--- config.mk ---
export PLATFORM = sky130hd
export DESIGN_NAME = captura_jogada
export DESIGN_NICKNAME = d
export VERILOG_FILES = /design/src/rtl/jogo_pkg.sv /design/src/rtl/filtro_debounce.sv /design/src/rtl/captura_jogada.sv
export SDC_FILE = /design/constraint.sdc
export NUM_CORES = 1
export LEC_CHECK = 0
export BUFFER_PORTS_ARGS = -buffer_cell sky130_fd_sc_hd__buf_4
export CAP_MARGIN = 10
export CORE_ASPECT_RATIO = 0.7
export CORE_MARGIN = 2
export CORE_UTILIZATION = 45
export DETAILED_ROUTE_END_ITERATION = 12
export PLACE_DENSITY = 0.65
export SYNTH_ARGS = -nofsm -noshare
export SYNTH_HDL_FRONTEND = slang
export SYNTH_SLANG_ARGS = --single-unit
--- constraint.sdc ---
create_clock -name clock -period 2.8 [get_ports clock]
set_input_delay 0.56 -clock clock [delete_from_list [all_inputs] [get_ports clock]]
set_output_delay 0.56 -clock clock [all_outputs]
set_load 0.01 [all_outputs]
--- src/rtl/jogo_pkg.sv ---
// Shared definitions for the play-capture datapath: FSM state codes, the default
// debounce length and a one-hot helper.
package jogo_pkg;

   typedef enum logic [2:0] {
      ESPERA_SOLTA = 3'd0,
      OCIOSO       = 3'd1,
      ACEITA       = 3'd2,
      INVALIDA     = 3'd3
   } estado_t;

   localparam int DEBOUNCE_CYCLES_PADRAO = 2;

   // Exactly one bit set: non-zero and clearing the lowest set bit leaves nothing.
   function automatic logic one_hot4(input logic [3:0] v);
      return (v != 4'b0000) && ((v & (v - 4'd1)) == 4'b0000);
   endfunction

endpackage

--- src/rtl/filtro_debounce.sv ---
// Two-flop synchronizer followed by a candidate register and a saturating counter;
// estavel means the candidate has been seen unchanged for DEBOUNCE_CYCLES edges.
module filtro_debounce
   import jogo_pkg::*;
#(
   parameter int DEBOUNCE_CYCLES = DEBOUNCE_CYCLES_PADRAO,
   parameter int CNT_W           = 20
) (
   input  logic       clock,
   input  logic       reset,
   input  logic [3:0] chaves,
   output logic [3:0] cand,
   output logic       estavel
);

   localparam logic [CNT_W-1:0] CNT_MAX = CNT_W'(DEBOUNCE_CYCLES);

   logic [3:0]       sync1_reg;
   logic [3:0]       sync2_reg;
   logic [3:0]       cand_reg;
   logic [CNT_W-1:0] cnt_reg;

   always_ff @(posedge clock or negedge reset) begin
      if (!reset) begin
         sync1_reg <= 4'b0000;
         sync2_reg <= 4'b0000;
         cand_reg  <= 4'b0000;
         cnt_reg   <= '0;
      end else begin
         sync1_reg <= chaves;
         sync2_reg <= sync1_reg;
         // Any change restarts the stability count from zero.
         if (sync2_reg != cand_reg) begin
            cand_reg <= sync2_reg;
            cnt_reg  <= '0;
         end else if (cnt_reg != CNT_MAX) begin
            cnt_reg <= cnt_reg + 1'b1;
         end
      end
   end

   assign cand    = cand_reg;
   assign estavel = (cnt_reg == CNT_MAX);

endmodule

--- src/rtl/captura_jogada.sv ---
// Play capture: debounced key input feeding an accept/reject FSM that pulses once per
// valid press and holds the accepted one-hot key for the comparator.
module captura_jogada
   import jogo_pkg::*;
#(
   parameter int DEBOUNCE_CYCLES = DEBOUNCE_CYCLES_PADRAO,
   parameter int CNT_W           = 20
) (
   input  logic       clock,
   input  logic       reset,
   input  logic [3:0] chaves,
   input  logic       habilita,
   input  logic       limpa,
   output logic [3:0] jogada,
   output logic       jogada_feita,
   output logic       jogada_invalida,
   output logic [2:0] db_estado
);

   logic [3:0] cand;
   logic       estavel;
   estado_t    state_reg;
   estado_t    state_next;
   logic       carrega;
   logic [3:0] jogada_reg;

   filtro_debounce #(
      .DEBOUNCE_CYCLES(DEBOUNCE_CYCLES),
      .CNT_W          (CNT_W)
   ) u_filtro (
      .clock  (clock),
      .reset  (reset),
      .chaves (chaves),
      .cand   (cand),
      .estavel(estavel)
   );

   always_ff @(posedge clock or negedge reset) begin
      if (!reset) begin
         state_reg <= ESPERA_SOLTA;
      end else begin
         state_reg <= state_next;
      end
   end

   always_comb begin
      state_next = state_reg;
      carrega    = 1'b0;
      case (state_reg)
         ESPERA_SOLTA: begin
            if (estavel && (cand == 4'b0000)) state_next = OCIOSO;
         end
         OCIOSO: begin
            // A stable press while disabled is swallowed; a release is needed to re-arm.
            if (estavel && (cand != 4'b0000)) begin
               if (!habilita) begin
                  state_next = ESPERA_SOLTA;
               end else if (one_hot4(cand)) begin
                  state_next = ACEITA;
                  carrega    = 1'b1;
               end else begin
                  state_next = INVALIDA;
               end
            end
         end
         ACEITA:   state_next = ESPERA_SOLTA;
         INVALIDA: state_next = ESPERA_SOLTA;
         default:  state_next = ESPERA_SOLTA;
      endcase
   end

   // Loading a new play takes priority over a clear in the same cycle.
   always_ff @(posedge clock or negedge reset) begin
      if (!reset) begin
         jogada_reg <= 4'b0000;
      end else if (carrega) begin
         jogada_reg <= cand;
      end else if (limpa) begin
         jogada_reg <= 4'b0000;
      end
   end

   assign jogada          = jogada_reg;
   assign jogada_feita    = (state_reg == ACEITA);
   assign jogada_invalida = (state_reg == INVALIDA);
   assign db_estado       = state_reg;

endmodule
Word-level counts from Yosys, hierarchy flattened
Index checks and enable logic that the tools add are counted.
Widths: inputs -> output; s select.
{"block": "classes", "addsub": 2, "eq_ne": 8, "n_mux": 13, "n_bitwise": 1, "reduce_logical": 10}
{"op": "$mux 20", "count": 2}
{"op": "$add 20x1->20 const B", "count": 1}
{"op": "$eq 20x2->1 const B", "count": 1}
{"op": "$ne 20x2->1 const B", "count": 1}
{"op": "$logic_not 4->1", "count": 2}
{"op": "$mux 4", "count": 2}
{"op": "$eq 3x2->1 const B", "count": 2}
{"op": "$mux 3", "count": 2}
{"op": "$pmux 3 s2", "count": 1}
{"op": "$mux 1", "count": 5}
{"op": "$and 4x4->4", "count": 1}
{"op": "$ne 2x2->1 const B", "count": 2}
{"op": "$ne 4x4->1", "count": 1}
{"op": "$reduce_bool 2->1", "count": 2}
{"op": "$reduce_bool 4->1", "count": 1}
{"op": "$sub 4x1->4 const B", "count": 1}
{"op": "$eq 3x1->1 const B", "count": 1}
{"op": "$logic_and 1x1->1", "count": 3}
{"op": "$logic_not 3->1", "count": 1}
{"op": "$mux 2", "count": 1}
{"op": "$reduce_and 2->1", "count": 1}
{"block": "word_totals", "regBits": 39, "in_bits": 8, "out_inout_bits": 9, "elab_cells": 40}

Depth between registers and ports, before layout
Gate-level depths: netlist (run 1).
{"block": "depth", "ltp_word": 9, "mapped_depth": 6, "depth_no_buf": 5}

Hierarchy
From an unflattened synthesis (run 1), not the netlist that was laid out.
{"block": "unflattened", "cells_unflattened": 182, "hier_area_um2": 1843.0}
{"mod": "filtro_debounce", "instances": 1, "cells_each": 131, "area_per_inst_um2": 1392.6, "seq_area_each_um2": 800.8}
{"mod": "captura_jogada", "instances": 1, "cells_each": 51, "area_per_inst_um2": 450.4, "seq_area_each_um2": 150.1}

Worst setup path before layout (run 1)
OpenSTA, ideal clock, no wires.
{"block": "synth_timing", "kind": "register -> register", "from": "register u_filtro.cnt_reg[6]", "to": "register jogada_reg[0], in the netlist jogada[0]", "setup_time_ps": 125, "t_arrival_ps": 1871, "t_required_ps": 2675, "slack_ps": 804, "stages_incl_launch_ff": 6, "path_buffers": 1, "period_less_slack_ps": 1996, "path_cell_list": "dfrtp_1 -> nor4_2 -> nand4_2 -> or4_1 -> buf_2 -> mux2_4"}
{"block": "synth_between", "elab_chain_cells": 5, "word_cells_on_any_way": 6, "cone_classes": "eq/ne: 1; mux: 3; reduce/logical: 2"}
{"item": "start, declared", "line_no": "filtro_debounce.sv:21", "rtl": "logic [CNT_W-1:0] cnt_reg;"}
{"item": "start signal, assigned", "line_no": "filtro_debounce.sv:37", "rtl": "cnt_reg <= cnt_reg + 1'b1;"}
{"item": "$eq 20x2->1 *", "line_no": "filtro_debounce.sv:43", "rtl": "assign estavel = (cnt_reg == CNT_MAX);"}
{"item": "$logic_and 1x1->1 *", "line_no": "captura_jogada.sv:55", "rtl": "if (estavel && (cand != 4'b0000)) begin"}
{"item": "$mux 1 *", "line_no": "captura_jogada.sv:55"}
{"item": "$mux 1 *", "line_no": "captura_jogada.sv:49", "rtl": "case (state_reg)"}
{"item": "$mux 4 / $reduce_bool 2->1 (equally long branches)"}
{"item": "end signal, assigned", "line_no": "captura_jogada.sv:77", "rtl": "jogada_reg <= cand;"}
{"item": "end, declared", "line_no": "captura_jogada.sv:25", "rtl": "logic [3:0] jogada_reg;"}
Every way passes the cells marked *; elsewhere a longest branch is shown, timed or not.
A chain may end at the register's enable or synchronous reset.

Worst setup path in the final report (run 1)
{"block": "layout_timing", "from": "register u_filtro.cnt_reg[6]", "to": "register jogada_reg[2], in the netlist jogada[2]"}
Same word-level chain as after synthesis.

==> flow_metrics.env, run 1 <==
export IMPL_skew_ps=3.31
export IMPL_via_per_inst=5.44
export IMPL_path_clk_slew_ps=70
export IMPL_setup_tns_ps=0
export IMPL_fin_nets=191
export IMPL_end_kind="register"
export IMPL_hold_slack_ps=215
export IMPL_async_flop_share_pct=100
export IMPL_cts_repair_resized=0
export IMPL_ys_types=38
export IMPL_cpLargestDelayFamily="simple AND/OR/NAND/NOR gates"
export IMPL_grt_usage_pct=17.7
export IMPL_grt_pass1_vias=1302
export IMPL_dp_hpwl_mm=2.30
export IMPL_root_buffer="clkbuf_8"
export IMPL_power_density_nw_per_um2=577
export IMPL_place_ws_ps=654
export IMPL_drtIter0Drc=132
export IMPL_crit_type="reg2reg"
export IMPL_grt_pass1_wl_mm=6.06
export IMPL_slowest_stage="or4_1"
export IMPL_wl_mm=3.38
export IMPL_grt_max_degree=39
export IMPL_start_util_pct=46.6
export IMPL_drive_above_1_share_pct=20.3
export IMPL_rsz0062_at_grt="false"
export IMPL_synthFlopType="dfrtp_1"
export IMPL_ys_ff_latch=38
export IMPL_power_uw=1210
export IMPL_hold_viol_final=0
export IMPL_required_ps=2980
export IMPL_p_leak_uw=0.000864
export IMPL_worstPathArrival_ps=2360
export IMPL_r2r_end="jogada[2]"
export IMPL_drv_cap=0
export IMPL_syn_area_um2=1810
export IMPL_p_comb_share_pct=4.6
export IMPL_worstReg2RegStart="u_filtro.cnt_reg[6]"
export IMPL_drtPass1Iterations=4
export IMPL_cts_setup_buffers=0
export IMPL_hold_class="in2async"
export IMPL_synth_top_cell_area_share_pct=52.6
export IMPL_yosysMostFrequentCell="dfrtp_1"
export IMPL_synth_common_cells="38 x dfrtp_1, 15 x nor2_1, 8 x a21oi_1, 8 x nand2_1"
export IMPL_rrSetupSlack_ps=620
export IMPL_cts_sinks=38
export IMPL_clockPowerShare_pct=47.6
export IMPL_die_y_um=57.0
export IMPL_p_seq_share_pct=47.8
export IMPL_antenna_found_initial=0
export IMPL_dieArea_um2=4550
export IMPL_ys_seq_area_share_pct=52.6
export IMPL_setup_viol=0
export IMPL_cts_hold_buffers=0
export IMPL_worst_path_max_fanout=7
export IMPL_synth_fp_nets=177
export IMPL_cts_buffers=5
export IMPL_num_rows=19
export IMPL_synth_area_leader_cell="dfrtp_1"
export IMPL_syn_to_final_growth_pct=16.0
export IMPL_cts_tree="yes"
export IMPL_finalMaxSlewViolations=0
export IMPL_synth_edff_count=0
export IMPL_fin_crit_ps=2180
export IMPL_port_buffers=15
export IMPL_status="complete, no violations"
export IMPL_critical_path_buf_inv_count=0
export IMPL_setup_ws_ps=624
export IMPL_die_x_um=79.7
export IMPL_worstRegToRegCells=4
export IMPL_postRouteAntennaNets=0
export IMPL_crit_chain="nor4_2, nand4_2, or4_1, mux2_4"
export IMPL_drcViolationCount=0
export IMPL_vias=1274
export IMPL_critical_path_max_stage_delay_ps=710
export IMPL_crit_cells=4
export IMPL_yosysWarningCount=0
export IMPL_swShare_pct=20.0
export IMPL_fin_crit_sh_pct=77.7
export IMPL_wl_per_cell_um=14.5
export IMPL_peakVddDrop_v=0.000405
export IMPL_fmax_ghz=0.459
export IMPL_synthTopCellsByArea="dfrtp_1 53%, xnor2_1 3.4%, xor2_1 3.4%, mux2_4 3.3%, nor2_1 3.1%"
export IMPL_coreArea_um2=3870
export IMPL_syn_inst=167
export IMPL_crit_path_start_kind="register"
export IMPL_p_switching_uw=242
export IMPL_htreeDepth=2
export IMPL_avgSynthCellArea_um2=10.8
export IMPL_insertedDiodeCount=0
export IMPL_clkLatencyLatePin_ps=300
export IMPL_internal_power_uw=968
export IMPL_largest_reg_flops=20
export IMPL_gp_congestion=0.808
export IMPL_overflow=0
export IMPL_cts_path_max_buffers=2
export IMPL_ios=17
## placed cells by master (no fill, tap or decap)
master     netlist  final
dfrtp_1         38     38
buf_4            1     16
nor2_1          15     15
nand2_1          8      8
a21oi_1          8      8
xnor2_1          7      7
xor2_1           7      7
nor2b_1          6      6
nand4_1          6      6
clkbuf_8         0      6
nand3_1          5      5
or4_1            5      5
nor3_1           5      5
o21ai_0          4      4
or3_1            4      4
mux2_4           4      4
inv_1            3      3
nor4_2           3      3
a211oi_1         3      3
o31ai_1          3      3
and2_1           2      2
and3_1           2      2
nor4_1           2      2
or2_2            2      2
nand2b_1         2      2
nor4b_1          2      2
ha_1             2      2
bufinv_16        0      2
and4_1           1      1
nor4_4           1      1
nand4_2          1      1
o32ai_1          1      1
nand4b_1         1      1
o21a_1           1      1
mux2_2           1      1
o41ai_1          1      1
or4b_2           1      1
conb_1           1      1
## worst register-to-register path, delay by kind of cell (launching register included)
family / cells / cell delay [ps]
multiplexers: 1 / 350
flip-flops: 1 / 450
AND/OR/NAND/NOR: 3 / 1280
## cells by family (layout without fill, tap and decap cells)
family,count (synthesis),after routing,share of synthesized area [%]
simple gates,74,74,25.1
flops,38,38,52.6
compound gates,21,21,7.20
xor+xnor,14,14,6.79
buf+inv,12,27,2.77
mux,5,5,3.95
fa+ha+maj,2,2,1.38
other cells,1,1,0.208
## worst max-delay path by stage
stage	from	endpoint	slack, ps
after floorplan	u_filtro.cnt_reg[6]	jogada[0]	800
after global placement	u_filtro.cnt_reg[6]	jogada[0]	700
after detailed placement	u_filtro.cnt_reg[6]	jogada[2]	650
after CTS	u_filtro.cnt_reg[6]	jogada[2]	610
after global routing	u_filtro.cnt_reg[6]	jogada[3]	500
final	u_filtro.cnt_reg[6]	jogada[2]	620
## area by class of cell
type	count	area (µm²)
Sequential cell	38	951
Timing Repair Buffer	16	120
Clock buffer	6	82.6
Fill cell	337	1780
Clock inverter	2	60.1
Tap cell	52	65.1
Inverter	3	11.3
Multi-Input combinational cell	117	806
## layer usage
metal,GRT usage [%],vias up,wire [µm]
li1,-,625,-
met5,0,-,0
met3,4.27,8,142
met2,24.7,28,1500
met4,9.69,0,75
met1,25.7,613,1670
## stage by stage
stage,cell area [µm²],util [%],cells
2_1_floorplan,1810,-,167
4_1_cts,2100,54.1,234
3_5_place_dp,1950,50.4,226
5_1_grt,2100,54.1,234
3_3_place_gp,1950,50.4,226
6_report,2100,54.1,234
## power groups by stage
stage / Sequential, µW / Combinational (µW) / Clock (µW)
3_5_place_dp: 589 / 55.8 / 0
4_1_cts: 578 / 56.8 / 583
6_report: 578 / 55.7 / 576
2_1_floorplan: 588 / 25.3 / 0
3_3_place_gp: 587 / 55.2 / 0
5_1_grt: 581 / 62.4 / 607
Note: power is estimated with default switching activity, not from simulation.
==> run 2, diff against run 1 <==
PLACE_DENSITY = 0.68   (was 0.65)
clock period = 1.9 ns   (was 2.8 ns; I/O delays follow)
==> run 2 against run 1 <==
- core utilization increased by 5.1 points
- largest cell class unchanged
- largest power group unchanged
- sequential share of layout area down 3.7 points
- first-iteration DRC count fell by 20%
- sequential power increased by 47%
==> flow_metrics.env, run 2 (synthesis gave the netlist of run 1 again) <==
export IMPL_syn_to_final_growth_pct=27.0
export IMPL_place_ws_ps=-44.5
export IMPL_cts_buffers=5
export IMPL_layout_common_cells="39 x buf_4, 34 x dfrtp_1, 15 x nor2_1"
export IMPL_root_buffer="clkbuf_8"
export IMPL_ios=17
export IMPL_worstPathArrival_ps=2020
export IMPL_num_rows=19
export IMPL_p_leak_uw=0.000977
export IMPL_cts_hold_buffers=0
export IMPL_placed_cells=249
export IMPL_htreeDepth=2
export IMPL_required_ps=2080
export IMPL_port_buffers=15
export IMPL_p_seq_share_pct=47.5
export IMPL_grt_max_degree=39
export IMPL_via_per_inst=5.54
export IMPL_rrSetupSlack_ps=60
export IMPL_dp_hpwl_mm=2.92
export IMPL_p_comb_share_pct=5.1
export IMPL_antenna_found_initial=0
export IMPL_internal_power_uw=1430
export IMPL_crit_end="jogada[3]"
export IMPL_setup_viol=0
export IMPL_rsz0062_at_grt="false"
export IMPL_drtPass1Iterations=4
export IMPL_final_common_cell="buf_4"
export IMPL_overflow=0
export IMPL_hold_slack_ps=24.3
export IMPL_worst_path_max_fanout=6
export IMPL_coreArea_um2=3870
export IMPL_swShare_pct=20.1
export IMPL_drive_above_1_share_pct=33.2
export IMPL_fin_crit_ps=1840
export IMPL_largest_reg_flops=20
export IMPL_crit_path_start_kind="register"
export IMPL_fin_area_um2=2290
export IMPL_dieArea_um2=4550
export IMPL_hold_class="in2async"
export IMPL_fin_cells=257
export IMPL_place_area_um2=2130
export IMPL_grt_pass1_vias=1425
export IMPL_setup_tns_ps=0
export IMPL_grt_usage_pct=19.7
export IMPL_start_util_pct=46.6
export IMPL_hold_viol_final=0
export IMPL_path_clk_slew_ps=70
export IMPL_r2r_end="jogada[3]"
export IMPL_worstReg2RegStart="u_filtro.cand[0]"
export IMPL_fmax_ghz=0.544
export IMPL_drv_cap=0
export IMPL_p_switching_uw=360
export IMPL_status="complete, no violations"
export IMPL_fin_crit_sh_pct=96.7
export IMPL_cts_sinks=38
export IMPL_skew_ps=2.09
export IMPL_cts_tree="yes"
export IMPL_die_y_um=57.0
export IMPL_setup_ws_ps=62.3
export IMPL_drtIter0Drc=106
export IMPL_power_density_nw_per_um2=782
export IMPL_crit_path_start="u_filtro.cand[0]"
export IMPL_end_kind="register"
export IMPL_drcViolationCount=0
export IMPL_gp_congestion=0.789
export IMPL_die_x_um=79.7
export IMPL_finalMaxSlewViolations=0
export IMPL_cts_path_max_buffers=2
export IMPL_wl_mm=4.00
export IMPL_grt_pass1_wl_mm=6.64
export IMPL_wl_per_cell_um=15.5
export IMPL_clkLatencyLatePin_ps=300
export IMPL_fin_nets=214
export IMPL_insertedDiodeCount=0
export IMPL_vias=1425
export IMPL_crit_type="reg2reg"
export IMPL_postRouteAntennaNets=0
export IMPL_worstRegToRegCells=4
export IMPL_clockPowerShare_pct=47.3
export IMPL_peakVddDrop_v=0.000527
[run 2: worst min path at each step]
stage	from	endpoint	slack, ps	depth (start not counted)
after floorplan	reset	db_estado[0]	80	0
after global placement	u_filtro.sync1_reg[3]	u_filtro.sync2_reg[3]	330	0
after detailed placement	u_filtro.sync1_reg[3]	u_filtro.sync2_reg[3]	340	0
after CTS	reset	u_filtro.sync1_reg[0]	50	1
after global routing	reset	u_filtro.cand[2]	60	1
final	reset	u_filtro.sync1_reg[0]	20	1
[run 2: final cells by class]
| class | count | area [µm²] |
|---|---|---|
| clock inverter | 2 | 60.1 |
| multi-input combinational | 117 | 827 |
| clock buffer | 6 | 82.6 |
| inverter | 3 | 11.3 |
| sequential | 38 | 956 |
| tap | 52 | 65.1 |
| fill | 318 | 1580 |
| timing repair buffer | 39 | 293 |
[run 2: critical path, cell delays in order, from the launching register on]
cell and delay [ps]:
dfrtp_2 430, or4_1 170, nand4b_1 170, or4_4 630
mux2_4 330
[run 2: power by group through the flow]
stage | logic (µW) | clock network (µW) | registers (µW)
global route | 101 | 904 | 856
CTS | 93.2 | 864 | 851
detailed placement | 92.4 | 0 | 867
finish | 92.3 | 849 | 852
global placement | 89.5 | 0 | 863
floorplan | 37.3 | 0 | 866
[run 2: layer usage]
layer | part of all wire [%] | global-route usage (%)
met5 | 0 | 0
met4 | 1.8 | 6.78
met3 | 5.6 | 6.65
met2 | 46 | 28.5
met1 | 47 | 28.1
[run 2: through the flow]
step | utilization (%) | power [µW]
final | 59.2 | 1790
after global routing | 59.2 | 1860
after CTS | 58.6 | 1810
after detailed placement | 54.9 | 959
after global placement | 54.9 | 953
after floorplan | - | 903
[run 2: timing repair]
| item | 4_1_cts | 5_1_grt |
|---|---|---|
| endpoints found under the setup margin | 5 | 8 |
| setup buffers | 0 | 0 |
| resized for setup | 1 | 7 |
| pin swaps | 0 | 0 |
